===== config.mk =====
export PLATFORM = sky130hd
export DESIGN_NAME = burst_arb_mux_4
export DESIGN_NICKNAME = d
export VERILOG_FILES = /design/src/rtl/burst_arb_mux_4_pkg.sv /design/src/rtl/burst_arb_mux_4_rr_pick.sv /design/src/rtl/burst_arb_mux_4.sv
export SDC_FILE = /design/constraint.sdc
export NUM_CORES = 1
export LEC_CHECK = 0
export ABC_AREA = 1
export BUFFER_PORTS_ARGS = -buffer_cell sky130_fd_sc_hd__buf_2
export CAP_MARGIN = 15
export CORE_AREA = 4 4 132 134
export DETAILED_ROUTE_END_ITERATION = 10
export DIE_AREA = 0 0 136 138
export HOLD_SLACK_MARGIN = 0.12
export PLACE_DENSITY = 0.51
export SLEW_MARGIN = 5
export SYNTH_ARGS = -nofsm -noshare
export SYNTH_HDL_FRONTEND = slang
export SYNTH_SLANG_ARGS = --single-unit

===== constraint.sdc =====
create_clock -name clk -period 2 [get_ports clk]
set_input_delay 0.2 -clock clk [delete_from_list [all_inputs] [get_ports clk]]
set_output_delay 0.2 -clock clk [all_outputs]
set_load 0.02 [all_outputs]

===== src/rtl/burst_arb_mux_4_pkg.sv =====
// Shared types and constants for the 4-source burst arbiter/mux.
package burst_arb_mux_4_pkg;

    localparam int NPORT = 4;
    localparam int IDX_W = 2;

    typedef enum logic {
        IDLE = 1'b0,
        XFER = 1'b1
    } state_t;

endpackage


===== src/rtl/burst_arb_mux_4_rr_pick.sv =====
// Combinational 4-way rotating-priority picker; the source just after
// 'last' wins first and 'last' itself is considered last.
module rr_pick_4
    import burst_arb_mux_4_pkg::*;
(
    input  logic [NPORT-1:0] req,
    input  logic [IDX_W-1:0] last,
    output logic             any,
    output logic [IDX_W-1:0] idx
);

    logic [IDX_W-1:0] cand;

    // Walk from lowest to highest priority so the highest-priority hit overwrites.
    always_comb begin
        any  = 1'b0;
        idx  = '0;
        cand = '0;
        for (int k = NPORT; k >= 1; k--) begin
            cand = last + IDX_W'(k);
            if (req[cand]) begin
                any = 1'b1;
                idx = cand;
            end
        end
    end

endmodule


===== src/rtl/burst_arb_mux_4.sv =====
// Four-source packet arbiter/mux: grants one source for a whole packet,
// rotating priority between packets, with a beat limit that forces termination.
module burst_arb_mux_4
    import burst_arb_mux_4_pkg::*;
#(
    parameter int DATA_W    = 64,
    parameter int MAX_BEATS = 256
) (
    input  logic                    clk,
    input  logic                    rst,
    input  logic [NPORT-1:0]        s_valid,
    input  logic [NPORT*DATA_W-1:0] s_data,
    input  logic [NPORT-1:0]        s_last,
    output logic [NPORT-1:0]        s_ready,
    output logic                    m_valid,
    output logic [DATA_W-1:0]       m_data,
    output logic                    m_last,
    output logic [IDX_W-1:0]        m_src,
    input  logic                    m_ready,
    output logic                    err_overlong
);

    localparam int CNT_W = $clog2(MAX_BEATS + 1);

    state_t           state;
    logic [IDX_W-1:0] gnt;
    logic [IDX_W-1:0] last_gnt;
    logic [IDX_W-1:0] pick_idx;
    logic             pick_any;
    logic [CNT_W-1:0] beat_cnt;
    logic             force_last;
    logic             beat_done;

    rr_pick_4 u_pick (
        .req  (s_valid),
        .last (last_gnt),
        .any  (pick_any),
        .idx  (pick_idx)
    );

    // beat_cnt counts completed beats, so this flags the MAX_BEATS-th beat itself.
    assign force_last = (beat_cnt == CNT_W'(MAX_BEATS - 1));

    always_comb begin
        m_valid = 1'b0;
        m_data  = '0;
        m_last  = 1'b0;
        s_ready = '0;
        if (state == XFER) begin
            m_valid      = s_valid[gnt];
            m_data       = s_data[int'(gnt)*DATA_W +: DATA_W];
            m_last       = s_last[gnt] | force_last;
            s_ready[gnt] = m_ready;
        end
    end

    assign beat_done = m_valid & m_ready;

    always_ff @(posedge clk) begin
        if (rst) begin
            state        <= IDLE;
            gnt          <= '0;
            m_src        <= '0;
            last_gnt     <= IDX_W'(NPORT - 1);
            beat_cnt     <= '0;
            err_overlong <= 1'b0;
        end else begin
            case (state)
                IDLE: begin
                    if (pick_any) begin
                        gnt   <= pick_idx;
                        m_src <= pick_idx;
                        state <= XFER;
                    end
                end
                XFER: begin
                    // A stalled source keeps the grant; only a completed last beat releases it.
                    if (beat_done) begin
                        if (m_last) begin
                            state    <= IDLE;
                            last_gnt <= gnt;
                            beat_cnt <= '0;
                            if (force_last && !s_last[gnt]) begin
                                err_overlong <= 1'b1;
                            end
                        end else begin
                            beat_cnt <= beat_cnt + CNT_W'(1);
                        end
                    end
                end
                default: state <= IDLE;
            endcase
        end
    end

endmodule


# --- Word level (Yosys, flattened, before mapping) ---
# Index checks and enable logic that the tools add are counted.
totals:
  wordCells: 59
  out_inout_bits: 73
  inputBits: 267
  regBits: 15
op_classes:
  shift: 1
  add_sub_neg: 4
  bitwise: 4
  eq_ne: 1
  mux: 31
  reduce_logical: 7
  order_cmp: 6
ops:
  columns: ["operator", "count"]
  rows:
  - ["variable part select 256 x 9 -> 64 bit", 1]
  - ["2-to-1 mux 64 bit", 1]
  - ["2-to-1 mux 1 bit", 16]
  - ["less-than comparator 2 x 3 -> 1 bit (second input constant)", 5]
  - ["binary-select mux 1 bit (select 2 bit)", 6]
  - ["adder 9 x 1 -> 9 bit (second input constant)", 1]
  - ["== test 9 x 8 -> 1 bit (second input constant)", 1]
  - ["2-to-1 mux 9 bit", 1]
  - ["2-to-1 mux 2 bit", 4]
  - ["adder 2 bit (second input constant)", 2]
  - ["bitwise AND 4 bit", 1]
  - ["2-to-1 mux 4 bit", 1]
  - ["AND reduction 2 bit", 2]
  - ["AND reduction 4 bit", 1]
  - ["AND reduction 3 bit", 1]
  - ["adder 2 x 1 -> 2 bit (second input constant)", 1]
  - ["demux 1 bit (select 2 bit)", 1]
  - [">= comparator 2 x 1 -> 1 bit (second input constant)", 1]
  - ["logical AND 1 bit", 2]
  - ["one-hot mux 1 bit (2 select lines)", 1]
  - ["bitwise AND 1 bit", 1]
  - ["zero test 1 bit", 1]
  - ["inverter 1 bit", 1]
  - ["OR 1 bit", 1]

# --- Logic depth before layout (Yosys ltp) ---
# Gate-level depths: netlist of run 1.
logic_depth:
  ltp_word: 8
  ltp_mapped: 13

# --- Cells and area by module ---
# A second synthesis of run 1 with hierarchy kept.
unflattened:
  cells_unflattened: 562
  area_unflattened_um2: 3121.7
by_module_without_submodules:
  columns: ["mod", "instances", "seq_area_each_um2", "area_each_um2", "cells_per_inst"]
  rows:
  - ["burst_arb_mux_4", 1, 300.3, 2875.3, 511]
  - ["rr_pick_4", 1, 0.0, 246.5, 51]

# --- Worst setup path after synthesis of run 1 ---
# No wires, ideal clock.
synth_timing:
  path_type: "register -> output"
  start: "register gnt[0]"
  end: "output m_data[10]"
  arrival_ps: 1540
  path_buffers: 2
  path_stages_with_launch: 7
  slack_ps: 260
  cell_sequence: "dfxtp_1 nand2_1 inv_1 buf_2 buf_2 a22oi_1 a21oi_1"
synth_via:
  elab_chain_len: 2
synth_rtl:
  columns: ["element", "line", "rtl"]
  rows:
  - ["start: declaration", "burst_arb_mux_4.sv:26", "logic [IDX_W-1:0] gnt;"]
  - ["start signal: assignment", "burst_arb_mux_4.sv:71", "gnt <= pick_idx;"]
  - ["variable part select 256 x 9 -> 64 bit", "burst_arb_mux_4.sv:51", "m_data = s_data[int'(gnt)*DATA_W +: DATA_W];"]
  - ["2-to-1 mux 64 bit", "burst_arb_mux_4.sv:49", "if (state == XFER) begin"]
  - ["end: declaration", "burst_arb_mux_4.sv:16", "output logic [DATA_W-1:0] m_data,"]
# Every way passes these cells.

# --- Worst setup path after layout of run 1 ---
layout_timing:
  start: "register gnt[0]"
  end: "output m_data[16]"
# The elaborated chain is that of the path after synthesis.

==> results.yml, run 1 <==
status:
  status: "complete, no violations"
logic_synthesis:
  yosysUniqueCellTypes: 28
  muxShareOfSynthArea_pct: 0
  ys.flop_type: "dfxtp_1"
  synth_nets: 670
  netlist_instances: 401
  yosys.area.top_type: "a22oi_1"
  synth_edf_count: 0
  syn_avg_cell_area_sq_um: 6.22
  synth-xor-area-share_pct: 0.702
  synth_adder_area_share_pct: 1.00
  yosys.area_share.simple_pct: 17.4
  async_reset_ff_share_pct: 0
  synth_top_cell_area_share_pct: 38.5
  ys_ff_latch: 15
  ys_warn_count: 0
  yosysSeqAreaShare_pct: 12.0
  yosys-top-cells-area: "a22oi_1 39%, a21oi_1 14%, dfxtp_1 12%"
  synth_top_family_by_area: "compound AO/OA/AOI/OAI gates"
  synth_compound_area_share_pct: 57.0
  synth_area_sq_um: 2490
sta:
  setup_viol: 0
  maxSlewHeadroom_pct: 73.8
  fin_crit_ns: 1.93
  drv_slew: 0
  finalWorstSetupSlack_ns: 0.0651
  grt_setup_unrepaired: "true"
  tightest_slew_ns: 0.392
  fin_crit_sh_pct: 96.7
  finalHoldViolCount: 0
  fin_skew_ns: 0.00220
  whs_ns: 0.224
  fmax_mhz: 517
  tns_ns: 0
routing:
  drt_wl_total_um: 16800
  routedWlPerCell_um: 17.8
  dr.pass1.iters: 5
  vias: 4443
  viasPerCell: 4.72
  drt_iter0_drc: 368
  ant_nets: 0
  drc: 0
floorplanning:
  die-area_sq_um: 18800
  rows: 47
  initial_core_util_pct: 15.3
  io_pins: 340
  core_sq_um: 16300
  die_w_um: 136
  die_h_um: 138
power:
  peakVddDrop_uv: 326
  power_mw: 2.80
  p_per_area_nw_per_um2: 604
  p_leak_nw: 2.37
place:
  placed_area_sq_um: 4480
  place_ws_ns: 0.202
  gp_congestion: 0.933
  placed_cells: 935
  io_buffers: 339
  dp_hpwl_um: 13500
cts:
  numCtsBuffers: 3
  insertion_delay_ns: 0.25
  cts_buffer_depth: 2
  path_clk_slew_ns: 0.05
  cts_tree: "yes"
  cts_root_buffer: "clkbuf_16"
  cts_sinks: 15
  htree_levels: 1
  hold_buffers: 0
grt:
  grt_usage_pct: 15.7
  antenna_found_initial: 0
  overflow: 0
  grt_pass1_wl_um: 23600
  grt_pass1_vias: 4115
  grt_max_degree: 41
run:
  cap_violations: 0
worst_setup_path:
  arrival_ns: 1.73
  cp.required_ns: 1.80
  crit_chain: "nand2_1 > inv_4 > buf_12 > a22oi_1 > a21oi_1 > buf_2"
  worst-path-buf-inv: 3
  crit_type: "reg2out"
  end_kind: "output port"
  worstSetupStartpointType: "flop"
  crit_slowest_cell: "dfxtp_2"
  crit_family: "buffers and inverters"
  crit_path_max_fanout: 37
  cpPeakStageDelay_ns: 0.40
final_layout:
  final_common_cell: "buf_2"
  layoutNonFillerInstCount: 942
  final_cell_mix: "338 x buf_2, 128 x a22oi_1, 71 x a21oi_1"
  fin_util_pct: 28.5
  drive_gt1_share_pct: 53.3
  antenna_cells: 0
  num-nets-final: 992
  syn2layout_area_growth_pct: 85.9
  design_area_sq_um: 4640
hold_path:
  hp-class: "in2reg"
Yosys cell counts, types with 2 or more instances:
| master | n |
|---|---|
| buf_2 | 29 |
| o21ai_0 | 2 |
| nand3_1 | 12 |
| nand3b_1 | 2 |
| o21ai_1 | 5 |
| a21oi_1 | 72 |
| inv_1 | 26 |
| clkbuf_1 | 7 |
| inv_2 | 4 |
| dfxtp_1 | 15 |
| nand2_1 | 58 |
| a22oi_1 | 128 |
| nor2_1 | 24 |
| ha_1 | 2 |
| o22ai_2 | 2 |
registers in the layout (all words and copies together) (netlist names):
| name | flops |
|---|---|
| beat_cnt | 9 |
| gnt | 2 |
| last_gnt | 2 |
| err_overlong | 1 |
| state | 1 |
per-layer routing:
metal / routed length, um / vias up / track usage [%]
met2: 8020 / 236 / 26.8
met4: 270 / 0 / 2.71
met3: 1460 / 22 / 2.65
met5: 0 / - / 0
met1: 7040 / 2039 / 20.8
li1: - / 2146 / -
final cells by class:
cell class / instances / area, sq um
inverter: 30 / 115
tap: 220 / 275
fill: 1831 / 11700
timing repair buffer: 354 / 1920
sequential: 15 / 308
multi-input combinational: 319 / 1940
clock buffer: 4 / 78.8
timing repair:
action / CTS / global route
pin swaps: 1 / 3
setup buffers: 0 / 3
setup endpoints to repair: 12 / 7
resized for setup: 6 / 12
path summary, 6_finish.rpt:
kind                            slack (ns)        start  depth (start not counted)           to
worst max-delay path                  0.07       gnt[0]                          6   m_data[16]
worst min-delay path                  0.22          rst                          2       gnt[0]
worst min register to register        0.47  beat_cnt[8]                          2  beat_cnt[8]
worst max register to register        0.26  beat_cnt[0]                         12  beat_cnt[5]
power breakdown:
| part | internal, mW | switching, mW |
|---|---|---|
| clock network | 0.271 | 0.127 |
| logic | 0.805 | 1.25 |
| registers | 0.318 | 0.0314 |
| total | 1.39 | 1.40 |
kinds of logic after synthesis:
| kind of cell | Yosys count |
|---|---|
| buf+inv | 67 |
| xor+xnor | 2 |
| simple gates | 102 |
| fa+ha+maj | 2 |
| compound gates | 213 |
| flops | 15 |
Note: power is estimated with default switching activity, not from simulation.
==> run 2: changes to the inputs <==
--- a/config.mk
+++ b/config.mk
@@ -8,12 +8,13 @@
 export ABC_AREA = 1
 export BUFFER_PORTS_ARGS = -buffer_cell sky130_fd_sc_hd__buf_2
 export CAP_MARGIN = 15
-export CORE_AREA = 4 4 132 134
+export CORE_AREA = 4 4 131 133
 export DETAILED_ROUTE_END_ITERATION = 10
-export DIE_AREA = 0 0 136 138
+export DIE_AREA = 0 0 135 137
 export HOLD_SLACK_MARGIN = 0.12
-export PLACE_DENSITY = 0.51
+export PLACE_DENSITY = 0.56
 export SLEW_MARGIN = 5
 export SYNTH_ARGS = -nofsm -noshare
 export SYNTH_HDL_FRONTEND = slang
+export SYNTH_HIERARCHICAL = 1
 export SYNTH_SLANG_ARGS = --single-unit
==> constraint.sdc (replaced) <==
create_clock -name clk -period 2.3 [get_ports clk]
set_input_delay 0.23 -clock clk [delete_from_list [all_inputs] [get_ports clk]]
set_output_delay 0.23 -clock clk [all_outputs]
set_load 0.02 [all_outputs]
==> run 2 against run 1 <==
Critical path depth is 5 higher; clock power is 16% lower; cell count is 14% higher; combinational power is 16% higher; utilization is 3.6 points higher; setup slack better by 0.13 ns; sequential power is 5% lower; global-route usage is 2.0 points higher; synthesized area is 25% higher; critical path type unchanged; largest cell class unchanged; highest routed layer unchanged.
==> results.yml, run 2 <==
grt:
  overflow: 0
  antenna_found_initial: 3
  grt_usage_pct: 17.7
  grt_pass1_wl_um: 26600
  grt_max_degree: 67
  grt_pass1_vias: 5008
floorplanning:
  rows: 46
  io_pins: 340
  die_h_um: 137
  initial_core_util_pct: 19.7
  core_sq_um: 15800
  die_w_um: 135
  die-area_sq_um: 18500
logic_synthesis:
  yosys.area.top_type: "nand3_1"
  ys_warn_count: 6
  yosysMostFrequentCell: "nand3_1"
  yosysUniqueCellTypes: 24
  yosys-top-cells-area: "nand3_1 34%, a41oi_1 18%, nand2_1 15%"
  yosysSeqAreaShare_pct: 9.62
  netlist_instances: 562
  ys.flop_type: "dfxtp_1"
  synth_area_sq_um: 3120
  synth_common_cells: "214 x nand3_1, 128 x nand2_1, 64 x a41oi_1, 31 x buf_2, 24 x clkbuf_1"
  async_reset_ff_share_pct: 0
  ys_ff_latch: 15
  synth_edf_count: 0
  synth_top_cell_area_share_pct: 34.3
  syn_avg_cell_area_sq_um: 5.55
  synth_nets: 831
routing:
  drt_wl_total_um: 18300
  vias: 5332
  viasPerCell: 4.96
  dr.pass1.iters: 5
  drt_iter0_drc: 455
  drc: 0
  routedWlPerCell_um: 17.0
  ant_nets: 0
worst_setup_path:
  crit_type: "reg2out"
  reg2reg_depth: 8
  crit_path_max_fanout: 4
  end_kind: "output port"
  arrival_ns: 1.87
  crit_chain: "ha_2 > nand2_1 > nor3_4 > nand2_1 > nor2_1 > ha_1 > inv_1 > nand3_2 > nand2_1 > inv_1 > buf_2"
  cp.required_ns: 2.07
  worstSetupStartpointType: "flop"
  cpMostUsedCell: "nand2_1"
  cpPeakStageDelay_ns: 0.37
  crit_slowest_cell: "dfxtp_1"
  rrSetupSlack_ns: 0.49
sta:
  fin_crit_ns: 2.10
  tightest_slew_ns: 0.481
  finalHoldViolCount: 0
  maxSlewHeadroom_pct: 67.9
  tns_ns: 0
  fin_skew_ns: 0.00158
  whs_ns: 0.230
  fin_crit_sh_pct: 91.3
  setup_viol: 0
  fmax_mhz: 476
  drv_slew: 0
final_layout:
  syn2layout_area_growth_pct: 62.5
  num-fill-cells: 1778
  final_cell_mix: "339 x buf_2, 213 x nand3_1, 128 x nand2_1"
  top_register: "beat_cnt"
  reg_top3: "beat_cnt x9, gnt x2, last_gnt x2"
  largest_register_ffs: 9
  num-nets-final: 1128
  drive_gt1_share_pct: 44.8
  final_common_cell: "buf_2"
cts:
  insertion_delay_ns: 0.24
  post-cts-setup-buffers: 0
  cts_tree: "yes"
  htree_levels: 1
  numCtsBuffers: 3
  path_clk_slew_ns: 0.05
  cts_sinks: 15
  cts_root_buffer: "clkbuf_16"
  cts_buffer_depth: 2
place:
  io_buffers: 339
  dp_hpwl_um: 14200
  gp_congestion: 0.878
power:
  swShare_pct: 56.7
  seq_power_share_pct: 11.0
  p_leak_nw: 2.47
  internal_power_mw: 1.31
  clkPwrFrac_pct: 11.0
  p_per_area_nw_per_um2: 598
  power_frac_comb_pct: 78.1
  peakVddDrop_uv: 323
  power_switching_mw: 1.72
hold_path:
  hp-class: "in2reg"
  whs_path_depth: 2
run:
  cap_violations: 0
status:
  status: "complete, no violations"
[run 2: worst paths after layout]
check                endpoint   startpoint
setup / recovery       m_last  beat_cnt[0]
hold / removal    beat_cnt[1]          rst
setup reg to reg  beat_cnt[6]       gnt[0]
hold reg to reg   beat_cnt[8]  beat_cnt[8]
[run 2: cell families after synthesis]
| logic type | count (synthesis) | share of synthesized area [%] |
|---|---|---|
| simple gates | 380 | 56.5 |
| buf+inv | 88 | 12.8 |
| compound gates | 77 | 20.2 |
| flops | 15 | 9.62 |
| fa+ha+maj | 2 | 0.801 |
[run 2: cell type report]
cell class	count	area (sq um)	share of cell area [%]
Timing Repair Buffer	352	1860	36.6
Clock buffer	4	78.8	1.55
Antenna cell	2	5.00	0.0986
Inverter	28	110	2.17
Tap cell	216	270	5.33
Sequential cell	15	308	6.07
Multi-Input combinational cell	459	2440	48.2
[run 2: critical path, delay by kind of cell (launching register included)]
kind / cells / cell delay (ns)
AND/OR/NAND/NOR: 6 / 0.60
flip-flops: 1 / 0.37
adder cells (fa/ha/maj): 2 / 0.38
buffers and inverters: 3 / 0.29
[run 2: repair_timing]
item	4_1_cts	5_1_grt
pin swaps	0	1
hold buffers	0	0
endpoints found under the setup margin	1	1
gates resized for setup	1	3
[run 2: metal layers]
metal	vias up	part of all wire, %	track usage, %
met5	-	0	0
met4	0	1.0	2.80
met3	20	8.0	2.17
met2	242	50	31.9
met1	2439	40	23.0
li1	2631	-	-
[run 2: power by group through the flow]
stage / sequential (mW) / combinational (mW) / clock [mW]
after CTS: 0.333 / 2.39 / 0.338
after global routing: 0.339 / 2.59 / 0.345
final: 0.332 / 2.37 / 0.333
after detailed placement: 0.338 / 2.38 / 0
after global placement: 0.338 / 2.37 / 0
after floorplan: 0.304 / 1.53 / 0
[run 2: per-stage QoR]
step / area (sq um) / instances / setup slack [ns] / utilization, % / total power, mW
CTS: 5050 / 1074 / 0.0589 / 31.9 / 3.06
floorplan: 3120 / 562 / 0.497 / - / 1.84
global route: 5070 / 1076 / -0.000212 / 32.1 / 3.27
detailed placement: 4970 / 1070 / 0.241 / 31.4 / 2.71
finish: 5070 / 1076 / 0.199 / 32.1 / 3.03
global placement: 4970 / 1070 / 0.278 / 31.4 / 2.71
==> run 3: changes to the inputs <==
--- a/config.mk
+++ b/config.mk
@@ -13,6 +13,7 @@
 export DIE_AREA = 0 0 135 137
 export HOLD_SLACK_MARGIN = 0.12
 export PLACE_DENSITY = 0.56
+export REMOVE_ABC_BUFFERS = 1
 export SLEW_MARGIN = 5
 export SYNTH_ARGS = -nofsm -noshare
 export SYNTH_HDL_FRONTEND = slang
==> run 3 against run 2 <==
Die area unchanged; highest routed layer unchanged; setup slack got worse by 0.040 ns; routed wire length about the same; cell count grew 0.93%; clock power grew 2%; global-route usage fell by 0.15 points; largest cell class unchanged; sequential power up 2%; first-iteration DRC count decreased by 29%; fmax fell by 1.8%; non-clock buffer count is 10 higher.
==> results.yml, run 3 (synthesis gave the netlist of run 2 again) <==
status:
  status: "complete, no violations"
final_layout:
  final_cell_mix: "339 x buf_2, 213 x nand3_1, 128 x nand2_1"
  reg_top3: "beat_cnt x9, gnt x2, last_gnt x2"
  largest_register_ffs: 9
  final_common_cell: "buf_2"
  num-fill-cells: 1787
  drive_gt1_share_pct: 45.5
  layoutNonFillerInstCount: 1086
  fin_util_pct: 33.0
  design_area_sq_um: 5220
  top_register: "beat_cnt"
  syn2layout_area_growth_pct: 67.3
  multi_input_area_sq_um: 2440
  regArea_sq_um: 309
  num-nets-final: 1138
worst_setup_path:
  arrival_ns: 1.91
  cp.required_ns: 2.07
  end_kind: "output port"
  worstSetupStartpointType: "flop"
  crit_type: "reg2out"
  crit_path_max_fanout: 4
power:
  power_frac_comb_pct: 78.6
  p_leak_nw: 2.56
  seq_power_share_pct: 10.7
  peakVddDrop_uv: 241
  p_per_area_nw_per_um2: 607
  internal_power_mw: 1.42
  clkPwrFrac_pct: 10.7
  swShare_pct: 55.4
  power_switching_mw: 1.76
sta:
  fin_crit_ns: 2.14
  maxSlewHeadroom_pct: 67.9
  whs_ns: 0.226
  grt_setup_unrepaired: "false"
  fin_skew_ns: 0.00379
  fin_crit_sh_pct: 93.1
  tightest_slew_ns: 0.481
  drv_slew: 0
  setup_viol: 0
  fmax_mhz: 467
  finalHoldViolCount: 0
grt:
  grt_pass1_vias: 4959
  overflow: 0
  antenna_found_initial: 3
  grt_pass1_wl_um: 26400
  grt_usage_pct: 17.5
  grt_max_degree: 49
floorplanning:
  die_w_um: 135
  initial_core_util_pct: 19.7
  rows: 46
  die_h_um: 137
  core_sq_um: 15800
  io_pins: 340
  die-area_sq_um: 18500
routing:
  drt_iter0_drc: 324
  drc: 0
  vias: 5442
  routedWlPerCell_um: 16.8
  viasPerCell: 5.01
  drt_wl_total_um: 18300
  ant_nets: 0
  dr.pass1.iters: 5
cts:
  path_clk_slew_ns: 0.05
  insertion_delay_ns: 0.25
  hold_buffers: 0
  cts_buffer_depth: 2
  htree_levels: 1
  cts_root_buffer: "clkbuf_16"
  numCtsBuffers: 3
  cts_tree: "yes"
  post-cts-setup-buffers: 0
  cts_sinks: 15
hold_path:
  hp-class: "in2reg"
place:
  placed_cells: 1080
  placed_area_sq_um: 5120
  io_buffers: 339
  dp_hpwl_um: 14300
  gp_congestion: 0.948
run:
  cap_violations: 0
[run 3: path summary, 6_finish.rpt]
path | start | to | slack, ns | cells past startpoint
setup / recovery | beat_cnt[1] | m_last | 0.16 | 11
hold / removal | rst | beat_cnt[8] | 0.23 | 2
setup reg to reg | beat_cnt[1] | beat_cnt[3] | 0.52 | 11
hold reg to reg | beat_cnt[8] | beat_cnt[8] | 0.46 | 2
[run 3: power by group through the flow]
stage	clock network (mW)	registers, mW	logic (mW)
2_1_floorplan	0	0.490	1.23
3_3_place_gp	0	0.347	2.50
3_5_place_dp	0	0.348	2.50
4_1_cts	0.343	0.343	2.51
5_1_grt	0.359	0.348	2.70
6_report	0.338	0.339	2.49
[run 3: metrics by stage]
step,total power [mW],setup TNS (ns),setup WS [ns]
after floorplan,1.72,-197.50,-2.56
after global placement,2.85,0,0.277
after detailed placement,2.85,0,0.223
after CTS,3.20,0,0.0108
after global routing,3.41,0,0.00267
final,3.17,0,0.160
[run 3: layout make-up]
class / instances / share of cell area, %
timing repair buffer: 362 / 38.4
sequential: 15 / 5.92
antenna: 2 / 0.0958
clock buffer: 3 / 1.44
tap: 216 / 5.17
inverter: 28 / 2.11
multi-input combinational: 459 / 46.8
clock inverter: 1 / 0.0958
[run 3: layer usage]
layer | global-route usage [%] | vias to the layer above | share of wire (%)
met1 | 22.4 | 2501 | 42
met5 | 0 | - | 0
met3 | 2.24 | 21 | 8.0
met2 | 32.0 | 273 | 49
li1 | - | 2647 | -
met4 | 2.97 | 0 | 1.5
[run 3: timing repair]
action	CTS	global route
gates resized for setup	1	3
setup endpoints to repair	1	1
pin swaps	0	1
[run 3: worst max-delay path: stages, from the launching register on]
cell and delay (ns):
dfxtp_1 0.36, ha_1 0.19, nand2_1 0.11, nor3_4 0.15
nand2_1 0.07, nor2_1 0.11, ha_1 0.17, inv_1 0.07
nand3_2 0.12, nand2_1 0.08, inv_1 0.06, buf_2 0.15
